`config.mk`:
```
export PLATFORM = sky130hd
export DESIGN_NAME = inst_fetch_unit
export DESIGN_NICKNAME = d
export VERILOG_FILES = /design/src/rtl/inst_fetch_unit.sv
export SDC_FILE = /design/constraint.sdc
export NUM_CORES = 1
export LEC_CHECK = 0
export ABC_CLOCK_PERIOD_IN_PS = 5400
export BUFFER_PORTS_ARGS = -buffer_cell sky130_fd_sc_hd__buf_2
export CAP_MARGIN = 20
export CORE_AREA = 5 5 154 156
export CTS_BUF_LIST = sky130_fd_sc_hd__clkbuf_8
export CTS_CLUSTER_DIAMETER = 200
export DETAILED_ROUTE_END_ITERATION = 10
export DIE_AREA = 0 0 159 161
export SYNTH_ARGS = -nofsm -noshare
export SYNTH_HDL_FRONTEND = slang
export SYNTH_SLANG_ARGS = --single-unit
```
`constraint.sdc`:
```
create_clock -name clk_in -period 5.4 [get_ports clk_in]
set_clock_uncertainty 0.15 [all_clocks]
set_input_delay 0 -clock clk_in [delete_from_list [all_inputs] [get_ports clk_in]]
set_output_delay 0 -clock clk_in [all_outputs]
set_load 0.05 [all_outputs]
```
`src/rtl/inst_fetch_unit.sv`:
```
// inst_fetch_unit: byte-wise instruction fetcher feeding the fetch-op queue
// with static JAL-follow / JALR-stall prediction.
module inst_fetch_unit #(
  parameter logic [31:0] RESET_PC = 32'h0000_0000
) (
  input  logic        clk_in,
  input  logic        rst_in,
  input  logic        rdy_in,
  output logic        mem_req,
  input  logic        mem_gnt,
  output logic [31:0] mem_a,
  output logic        mem_wr,
  input  logic [7:0]  mem_din,
  input  logic        foq_full,
  output logic [31:0] inst_out,
  output logic [31:0] addr_out,
  output logic        inst_out_valid,
  input  logic        redirect_valid,
  input  logic [31:0] redirect_pc
);
  typedef enum logic [1:0] {REQ, READ, HOLD, WAIT_JALR} state_t;
  localparam logic [6:0] OP_JAL  = 7'b1101111;
  localparam logic [6:0] OP_JALR = 7'b1100111;
  state_t      state_q;
  logic [31:0] pc_q;
  logic [31:0] word_q;
  logic [2:0]  k_q;
  logic [31:0] jal_imm;
  logic [1:0]  a_off;
  assign jal_imm = {{12{word_q[31]}}, word_q[19:12], word_q[20], word_q[30:21], 1'b0};
  // k=4 only captures the last byte; its address is don't-care, so reuse +3
  assign a_off = k_q[2] ? 2'd3 : k_q[1:0];
  always_ff @(posedge clk_in or negedge rst_in) begin
    if (!rst_in) begin
      state_q <= REQ;
      pc_q    <= RESET_PC;
      k_q     <= '0;
      word_q  <= '0;
    end else if (redirect_valid) begin
      state_q <= REQ;
      pc_q    <= redirect_pc;
      k_q     <= '0;
      word_q  <= '0;
    end else if (rdy_in) begin
      case (state_q)
        REQ: if (mem_gnt) begin
          state_q <= READ;
          k_q     <= '0;
        end
        READ: begin
          if (k_q != 3'd0) word_q[{k_q[1:0] - 2'd1, 3'b000} +: 8] <= mem_din;
          k_q <= k_q + 3'd1;
          if (k_q == 3'd4) state_q <= HOLD;
        end
        HOLD: if (!foq_full) begin
          state_q <= word_q[6:0] == OP_JALR ? WAIT_JALR : REQ;
          pc_q    <= word_q[6:0] == OP_JAL  ? pc_q + jal_imm :
                     word_q[6:0] == OP_JALR ? pc_q : pc_q + 32'd4;
        end
        default: ;
      endcase
    end
  end
  assign mem_wr         = 1'b0;
  assign mem_req        = rst_in & (state_q == REQ || state_q == READ);
  assign mem_a          = rst_in ? pc_q + (state_q == READ ? {30'b0, a_off} : 32'd0) : 32'd0;
  assign inst_out       = word_q;
  assign addr_out       = rst_in ? pc_q : 32'd0;
  assign inst_out_valid = rst_in & rdy_in & ~redirect_valid & ~foq_full & (state_q == HOLD);
endmodule

```
==> out/results.tsv, run 1 <==
stage	metric	value	unit
run_status	status	finished, final reports clean	
layout	cell area after layout	8180	µm²
clock_tree	cts bufs inserted	9	
routing	Routed WL	23900	µm
logic_synthesis	Post-synth EDFFs	0	
timing	min Tclk post-route	3.95	ns
timing	Fin Hold WS	0.0117	ns
logic_synthesis	Avg Cell Area, Syn	7.42	µm²
clock_tree	clock buffer depth	2	
flow_run	Max Cap Viol	0	
routing	Detailed Routing Iterations Pass 1	5	
global_routing	first-pass GRT wire length	38000	µm
routing	Wirelength per Cell	18.0	µm
layout	Layout area overhead	25.2	%
routing	vias per inst	5.33	
floorplan	core area	22200	µm²
clock_tree	worst skew pair latency	0.38	ns
global_routing	largest net degree at the start of global routing	65	
logic_synthesis	post-synthesis register bit count	69	
floorplan	initial core utilization	0.294	
floorplan	die area	25600	µm²
clock_tree	CTS Root Cell	clkbuf_8	
timing	RSZ-0062 raised after global routing	no	
floorplan	Chip Width	159	µm
hold_path	Hold Path Class	input port to async pin	
clock_tree	clk slew on worst S/H paths	0.09	ns
global_routing	vias in the first global route	6899	
place	placer congestion estimate	0.874	
layout	NumNets Final	1127	
routing	1st-iter DRT viols	473	
place	Port Buf Inserts	143	
timing	Slew headroom	0.295	
floorplan	die height	161	µm
logic_synthesis	distinct cell type count of the synthesized netlist	62	
power_and_ir_drop	VDD IR-drop max	0.123	mV
place	dpl cell area	7450	µm²
power_and_ir_drop	Leak	3.66	nW
routing	Via Count	7067	
logic_synthesis	Async SR Flop Fraction	1.00	
timing	Final Cycle Share	0.732	
logic_synthesis	Mapped Area	6540	µm²
clock_tree	Max H-tree Level	3	
timing	fmax	253	MHz
worst_setup_path	Setup crit end kind	output port	
routing	# DRC	0	
worst_setup_path	critical path arrival	3.80	ns
global_routing	initial antenna violation count	0	
floorplan	row count	55	
worst_setup_path	crit path max fanout	13	
worst_setup_path	Setup crit start kind	flip-flop	
timing	Final Hold Fails	0	
global_routing	total global routing overflow	0	
routing	Routed Antenna Nets	0	
logic_synthesis	Synth top area share	0.264	
place	Final HPWL DP	18200	µm
worst_setup_path	Setup Crit Path Kind	flip-flop to output port	
logic_synthesis	Ys Warns	0	
worst_setup_path	CP required	5.25	ns
clock_tree	CTS tree	yes	
logic_synthesis	post-synthesis cell count	881	
timing	Slew Viols, Final	0	
power_and_ir_drop	overall power	0.00187	W
power_and_ir_drop	cell area power density	229	nW/µm²
timing	Worst Max-Slew Pin Slew	1.05	ns
logic_synthesis	synth top area cells	dfrtp_1 26%, ha_1 7.8%, nand2_1 7.3%	
logic_synthesis	area leader, netlist	dfrtp_1	
timing	setup_tns	0	ns
logic_synthesis	Synth Flop Type	dfrtp_1	
layout	share of layout cells above drive strength 1	0.174	
layout	final core utilization	0.368	
clock_tree	# clock sinks	69	
timing	# setup viols final	0	
logic_synthesis	register area share after synthesis	0.264	
layout	ANT cells	0	
logic_synthesis	top cells by count, synth	127 x nand2_1, 84 x o21ai_0, 72 x a21oi_1	
logic_synthesis	count leader, synth	nand2_1	
logic_synthesis	Post-Syn Nets	970	
global_routing	total global-route track usage	0.183	
floorplan	I/O Pins	145	
cell type report:
cell class              count  area [µm²]
fillers                  2367       14000
multi-input cells         731        4490
flip-flops and latches     69        1730
repair buffers            202        1280
well taps                 285         357
clock buffers               9         124
clock inverters             6         105
inverters                  25        93.8
placed cells by master, fill, tap and decap left out, types with 8 or more instances in the layout:
cell,netlist,final
buf_4,3,11
a21boi_0,8,8
o21ai_0,84,84
xor2_1,15,15
a21oi_1,72,72
ha_1,41,41
xnor2_1,32,32
nor3b_1,8,8
dlygate4sd3_1,0,49
and3_1,14,14
nand3_1,30,30
nand4_1,15,15
buf_2,2,142
and2_1,61,61
inv_1,25,27
a211oi_1,8,8
o21a_1,8,8
nor2b_1,10,10
nor2_1,53,53
o22ai_1,9,9
a21o_1,16,16
dfrtp_1,69,69
clkbuf_8,0,9
nand2_1,127,127
nor3_1,18,18
a22o_1,8,8
or3_1,13,13
a31oi_1,9,9
kinds of logic (layout without fill, tap and decap cells):
kind of cell | Yosys count | after routing | synth area share
AOI/OAI and AO/OA | 255 | 255 | 0.234
xor gates and xnor gates | 47 | 47 | 0.0630
adders and majority gates | 43 | 43 | 0.0846
buffers and inverters | 81 | 242 | 0.0486
DFF | 69 | 69 | 0.264
muxes | 9 | 9 | 0.0145
other | 1 | 1 | 0.000574
and+or+nand+nor | 376 | 376 | 0.291
state kept, by name, indices dropped and copies added (netlist names):
register / flops
inst_out: 32
state_q: 2
k_q: 3
pc_q: 32
worst max-delay path, stage by stage, from the launching register on:
cell and delay (ns):
dfrtp_1 0.40, inv_1 0.08, ha_1 0.39, o21a_1 0.27
ha_1 0.23, fa_1 0.70, nand2_1 0.19, nor3_1 0.51
nand2_1 0.10, o21ai_0 0.14, and2_1 0.15, buf_2 0.26
final timing paths:
path                                             to  depth (start not counted)                      from  slack (ns)
max in group asynchronous  inst_out[19]$_DFFE_PN0P_                          3                    rst_in        4.23
setup / recovery                          mem_a[20]                         11    state_q[1]$_DFFE_PN0P_        1.45
min in group clk_in             pc_q[7]$_DFFE_PN0P_                          2            redirect_valid        0.03
hold reg to reg            inst_out[11]$_DFFE_PN0P_                          2  inst_out[11]$_DFFE_PN0P_        0.35
setup reg to reg               pc_q[21]$_DFFE_PN0P_                         13       pc_q[1]$_DFFE_PN0P_        2.00
hold / removal                  pc_q[3]$_DFFE_PN0P_                          2                    rst_in        0.01
where the power goes:
part	switching (W)	leakage (nW)	internal, W
registers	0.0000844	0.891	0.000550
clock network	0.000223	0.118	0.000301
logic	0.000466	2.65	0.000249
layer usage:
layer / vias to the layer above / routed length, µm / track usage
met2: 297 / 10800 / 0.293
met5: - / 0 / 0
met1: 3301 / 10600 / 0.245
met4: 0 / 661 / 0.0554
met3: 41 / 1870 / 0.0441
li1: 3428 / - / -
per-stage QoR:
step	instances	setup WS (ns)
2_1_floorplan	881	2.25
3_3_place_gp	1262	1.93
3_5_place_dp	1262	1.92
4_1_cts	1326	1.51
5_1_grt	1327	1.19
6_report	1327	1.45
what timing repair did:
| action | CTS | global route |
|---|---|---|
| endpoints found under the hold margin | 91 | 0 |
| buffers inserted | 0 | 0 |
| resized for setup | 0 | 0 |
| hold buffers | 49 | 0 |
Note: power is estimated with default switching activity, not from simulation.
==> run 2, diff against run 1 <==
--- a/config.mk
+++ b/config.mk
@@ -5,7 +5,7 @@
 export SDC_FILE = /design/constraint.sdc
 export NUM_CORES = 1
 export LEC_CHECK = 0
-export ABC_CLOCK_PERIOD_IN_PS = 5400
+export ABC_CLOCK_PERIOD_IN_PS = 3300
 export BUFFER_PORTS_ARGS = -buffer_cell sky130_fd_sc_hd__buf_2
 export CAP_MARGIN = 20
 export CORE_AREA = 5 5 154 156
==> constraint.sdc (replaced) <==
create_clock -name clk_in -period 3.3 [get_ports clk_in]
set_clock_uncertainty 0.15 [all_clocks]
set_input_delay 0 -clock clk_in [delete_from_list [all_inputs] [get_ports clk_in]]
set_output_delay 0 -clock clk_in [all_outputs]
set_load 0.05 [all_outputs]
==> run 2 against run 1 <==
Effect of this change:
- sequential cell count is the same
- combinational power grew 75%
- via count shrank 0.38%
- power grew 57%
- final area grew 2.3%
- die area is the same
- critical endpoint is now pc_q[25]$_DFFE_PN0P_
- final cell count grew 2.0%
- sequential power grew 55%
- non-clock buffer count grew 25
- worst hold slack gained 0.015 ns
- sequential share of layout area shrank 0.47 points
==> out/results.tsv, run 2 (synthesized netlist as in run 1, its figures left out) <==
stage	metric	value	unit	change
floorplan	row count	55		unchanged
routing	1st-iter DRT viols	449		was 473
global_routing	initial antenna violation count	0		unchanged
timing	RSZ-0062 raised after global routing	yes		was no
timing	Slew Viols, Final	0		unchanged
floorplan	die area	25600	µm²	unchanged
place	pre-CTS WS	0.0487	ns	was 1.92 ns
place	placer congestion estimate	0.920		was 0.874
routing	Routed WL	24100	µm	was 23900 µm
timing	setup_tns	0	ns	unchanged
routing	# DRC	0		unchanged
worst_setup_path	critical path's slowest cell	dfrtp_1		was fa_1
global_routing	largest net degree at the start of global routing	56		was 65
routing	Wirelength per Cell	17.8	µm	was 18.0 µm
layout	Filler Cell Count	2353		was 2367
worst_setup_path	reg-to-reg endpoint	pc_q[25]$_DFFE_PN0P_		was pc_q[21]$_DFFE_PN0P_
clock_tree	CTS tree	yes		unchanged
layout	ANT cells	0		unchanged
global_routing	vias in the first global route	6910		was 6899
worst_setup_path	CP required	3.43	ns	was 5.25 ns
routing	Via Count	7040		was 7067
clock_tree	clock buffer depth	2		unchanged
timing	Final Hold Fails	0		unchanged
clock_tree	CTS Root Cell	clkbuf_8		unchanged
worst_setup_path	Setup Crit Path Kind	flip-flop to flip-flop		was flip-flop to output port
flow_run	Max Cap Viol	0		unchanged
clock_tree	worst skew pair latency	0.39	ns	was 0.38 ns
place	Port Buf Inserts	143		unchanged
global_routing	first-pass GRT wire length	38500	µm	was 38000 µm
layout	share of layout cells above drive strength 1	0.207		was 0.174
clock_tree	Max H-tree Level	3		unchanged
place	dpl cell area	7720	µm²	was 7450 µm²
routing	Routed Antenna Nets	0		unchanged
worst_setup_path	crit-path cells	ha_1 > inv_1 > fa_1 > nor2b_1 > o31a_1 > o21ai_1 > o211ai_1 > a221oi_2 > o21ai_1 > a21o_1 > a21o_1 > and2_1 > a211oi_1		was inv_1 > ha_1 > o21a_1 > ha_1 > fa_1 > nand2_1 > nor3_1 > nand2_1 > o21ai_0 > and2_1 > buf_2
floorplan	die height	161	µm	unchanged
worst_setup_path	Reg2Reg Launch Point	inst_out[21]$_DFFE_PN0P_		was pc_q[1]$_DFFE_PN0P_
global_routing	total global-route track usage	0.185		was 0.183
floorplan	Chip Width	159	µm	unchanged
timing	Final Cycle Share	0.951		
worst_setup_path	critical path arrival	3.26	ns	was 3.80 ns
clock_tree	cts bufs inserted	9		unchanged
floorplan	core area	22200	µm²	unchanged
worst_setup_path	CP peak stage delay	0.40	ns	was 0.70 ns
timing	fmax	319	MHz	
timing	Slew headroom	0.331		was 0.295
power_and_ir_drop	VDD IR-drop max	0.324	mV	was 0.123 mV
worst_setup_path	crit path max fanout	4		was 13
layout	commonest non-fill, non-tap cell in the layout	buf_2		unchanged
worst_setup_path	Setup crit start kind	flip-flop		unchanged
floorplan	initial core utilization	0.294		unchanged
power_and_ir_drop	Leak	3.79	nW	was 3.66 nW
worst_setup_path	reg-to-reg setup timing slack	0.16	ns	was 2.00 ns
timing	Worst Max-Slew Pin Slew	1.00	ns	was 1.05 ns
routing	vias per inst	5.20		was 5.33
clock_tree	# clock sinks	69		unchanged
floorplan	I/O Pins	145		unchanged
clock_tree	clk slew on worst S/H paths	0.11	ns	was 0.09 ns
routing	Detailed Routing Iterations Pass 1	7		was 5
run_status	status	finished, final reports clean		unchanged
power_and_ir_drop	cell area power density	350	nW/µm²	was 229 nW/µm²
hold_path	Hold Path Class	input port to async pin		unchanged
timing	# setup viols final	0		unchanged
layout	Layout area overhead	28.1	%	was 25.2%
timing	min Tclk post-route	3.14	ns	
worst_setup_path	r2r worst-path depth	13		unchanged
worst_setup_path	Setup crit end kind	flip-flop		was output port
layout	commonest non-fill, non-tap cells in the layout	141 x buf_2, 126 x nand2_1, 83 x o21ai_0		was 142 x buf_2, 127 x nand2_1, 84 x o21ai_0
layout	NumNets Final	1152		was 1127
timing	Setup WS post-layout	0.162	ns	was 1.45 ns
layout	cell area after layout	8370	µm²	was 8180 µm²
global_routing	total global routing overflow	0		unchanged
place	Final HPWL DP	18600	µm	was 18200 µm
timing	Fin Hold WS	0.0270	ns	was 0.0117 ns
==> run 2: cell count changes in the layout (fill, tap and decap cells not counted), moves of 2 or more <==
cell           delta
buf_4            +28
dlygate4sd3_1     -6
buf_12            +3
bufinv_16         -3
inv_1             -2
inv_6             +2
nor3_1            -2
nor3_2            +2
==> run 2: routing by layer <==
layer | track usage | wire length [µm] | up-vias
met2 | 0.297 | 11000 | 257
met4 | 0.0531 | 576 | 0
li1 | - | - | 3478
met3 | 0.0447 | 1860 | 29
met1 | 0.249 | 10600 | 3276
met5 | 0 | 0 | -
==> run 2: worst max path at each step <==
stage	end	slack, ns	start
5_1_grt	pc_q[25]$_DFFE_PN0P_	-0.03	inst_out[21]$_DFFE_PN0P_
3_5_place_dp	pc_q[25]$_DFFE_PN0P_	0.05	inst_out[21]$_DFFE_PN0P_
4_1_cts	mem_a[25]	0.05	state_q[1]$_DFFE_PN0P_
2_1_floorplan	mem_a[27]	0.15	state_q[1]$_DFFE_PN0P_
6_report	pc_q[25]$_DFFE_PN0P_	0.16	inst_out[21]$_DFFE_PN0P_
3_3_place_gp	pc_q[25]$_DFFE_PN0P_	0.12	inst_out[21]$_DFFE_PN0P_
==> run 2: report_power, final <==
part,switching (W),total (W),internal [W]
sequential,0.0000858,0.000987,0.000902
combinational,0.000815,0.00125,0.000438
clock,0.000412,0.000695,0.000283
total,0.00131,0.00293,0.00162
==> run 2: area by class of cell <==
cell class                 count  area [µm²]  area share
inverter                      25        93.8      0.0112
clock inverter                 7        57.6     0.00687
timing repair buffer         227        1500       0.179
sequential                    69        1730       0.206
clock buffer                   9         124      0.0148
multi-input combinational    731        4520       0.539
tap                          285         357      0.0426
==> run 2: timing repair <==
item                                    4_1_cts  5_1_grt
gates resized for setup                       0        9
setup buffers                                 0        1
hold buffers                                 43        0
endpoints found under the setup margin        0       11
endpoints found under the hold margin       130        0
==> run 2: critical path: cells and delay by family (launching register included) <==
kind | cells | cell delay, ns
compound gates | 8 | 1.82
flops | 1 | 0.40
fa+ha+maj | 2 | 0.39
simple gates | 2 | 0.22
buf+inv | 1 | 0.07
==> run 2: metrics by stage <==
stage	utilization	power [W]	instances
floorplan	-	0.00185	881
global placement	0.348	0.00220	1293
detailed placement	0.348	0.00220	1293
CTS	0.375	0.00295	1352
global route	0.377	0.00313	1353
finish	0.377	0.00293	1353
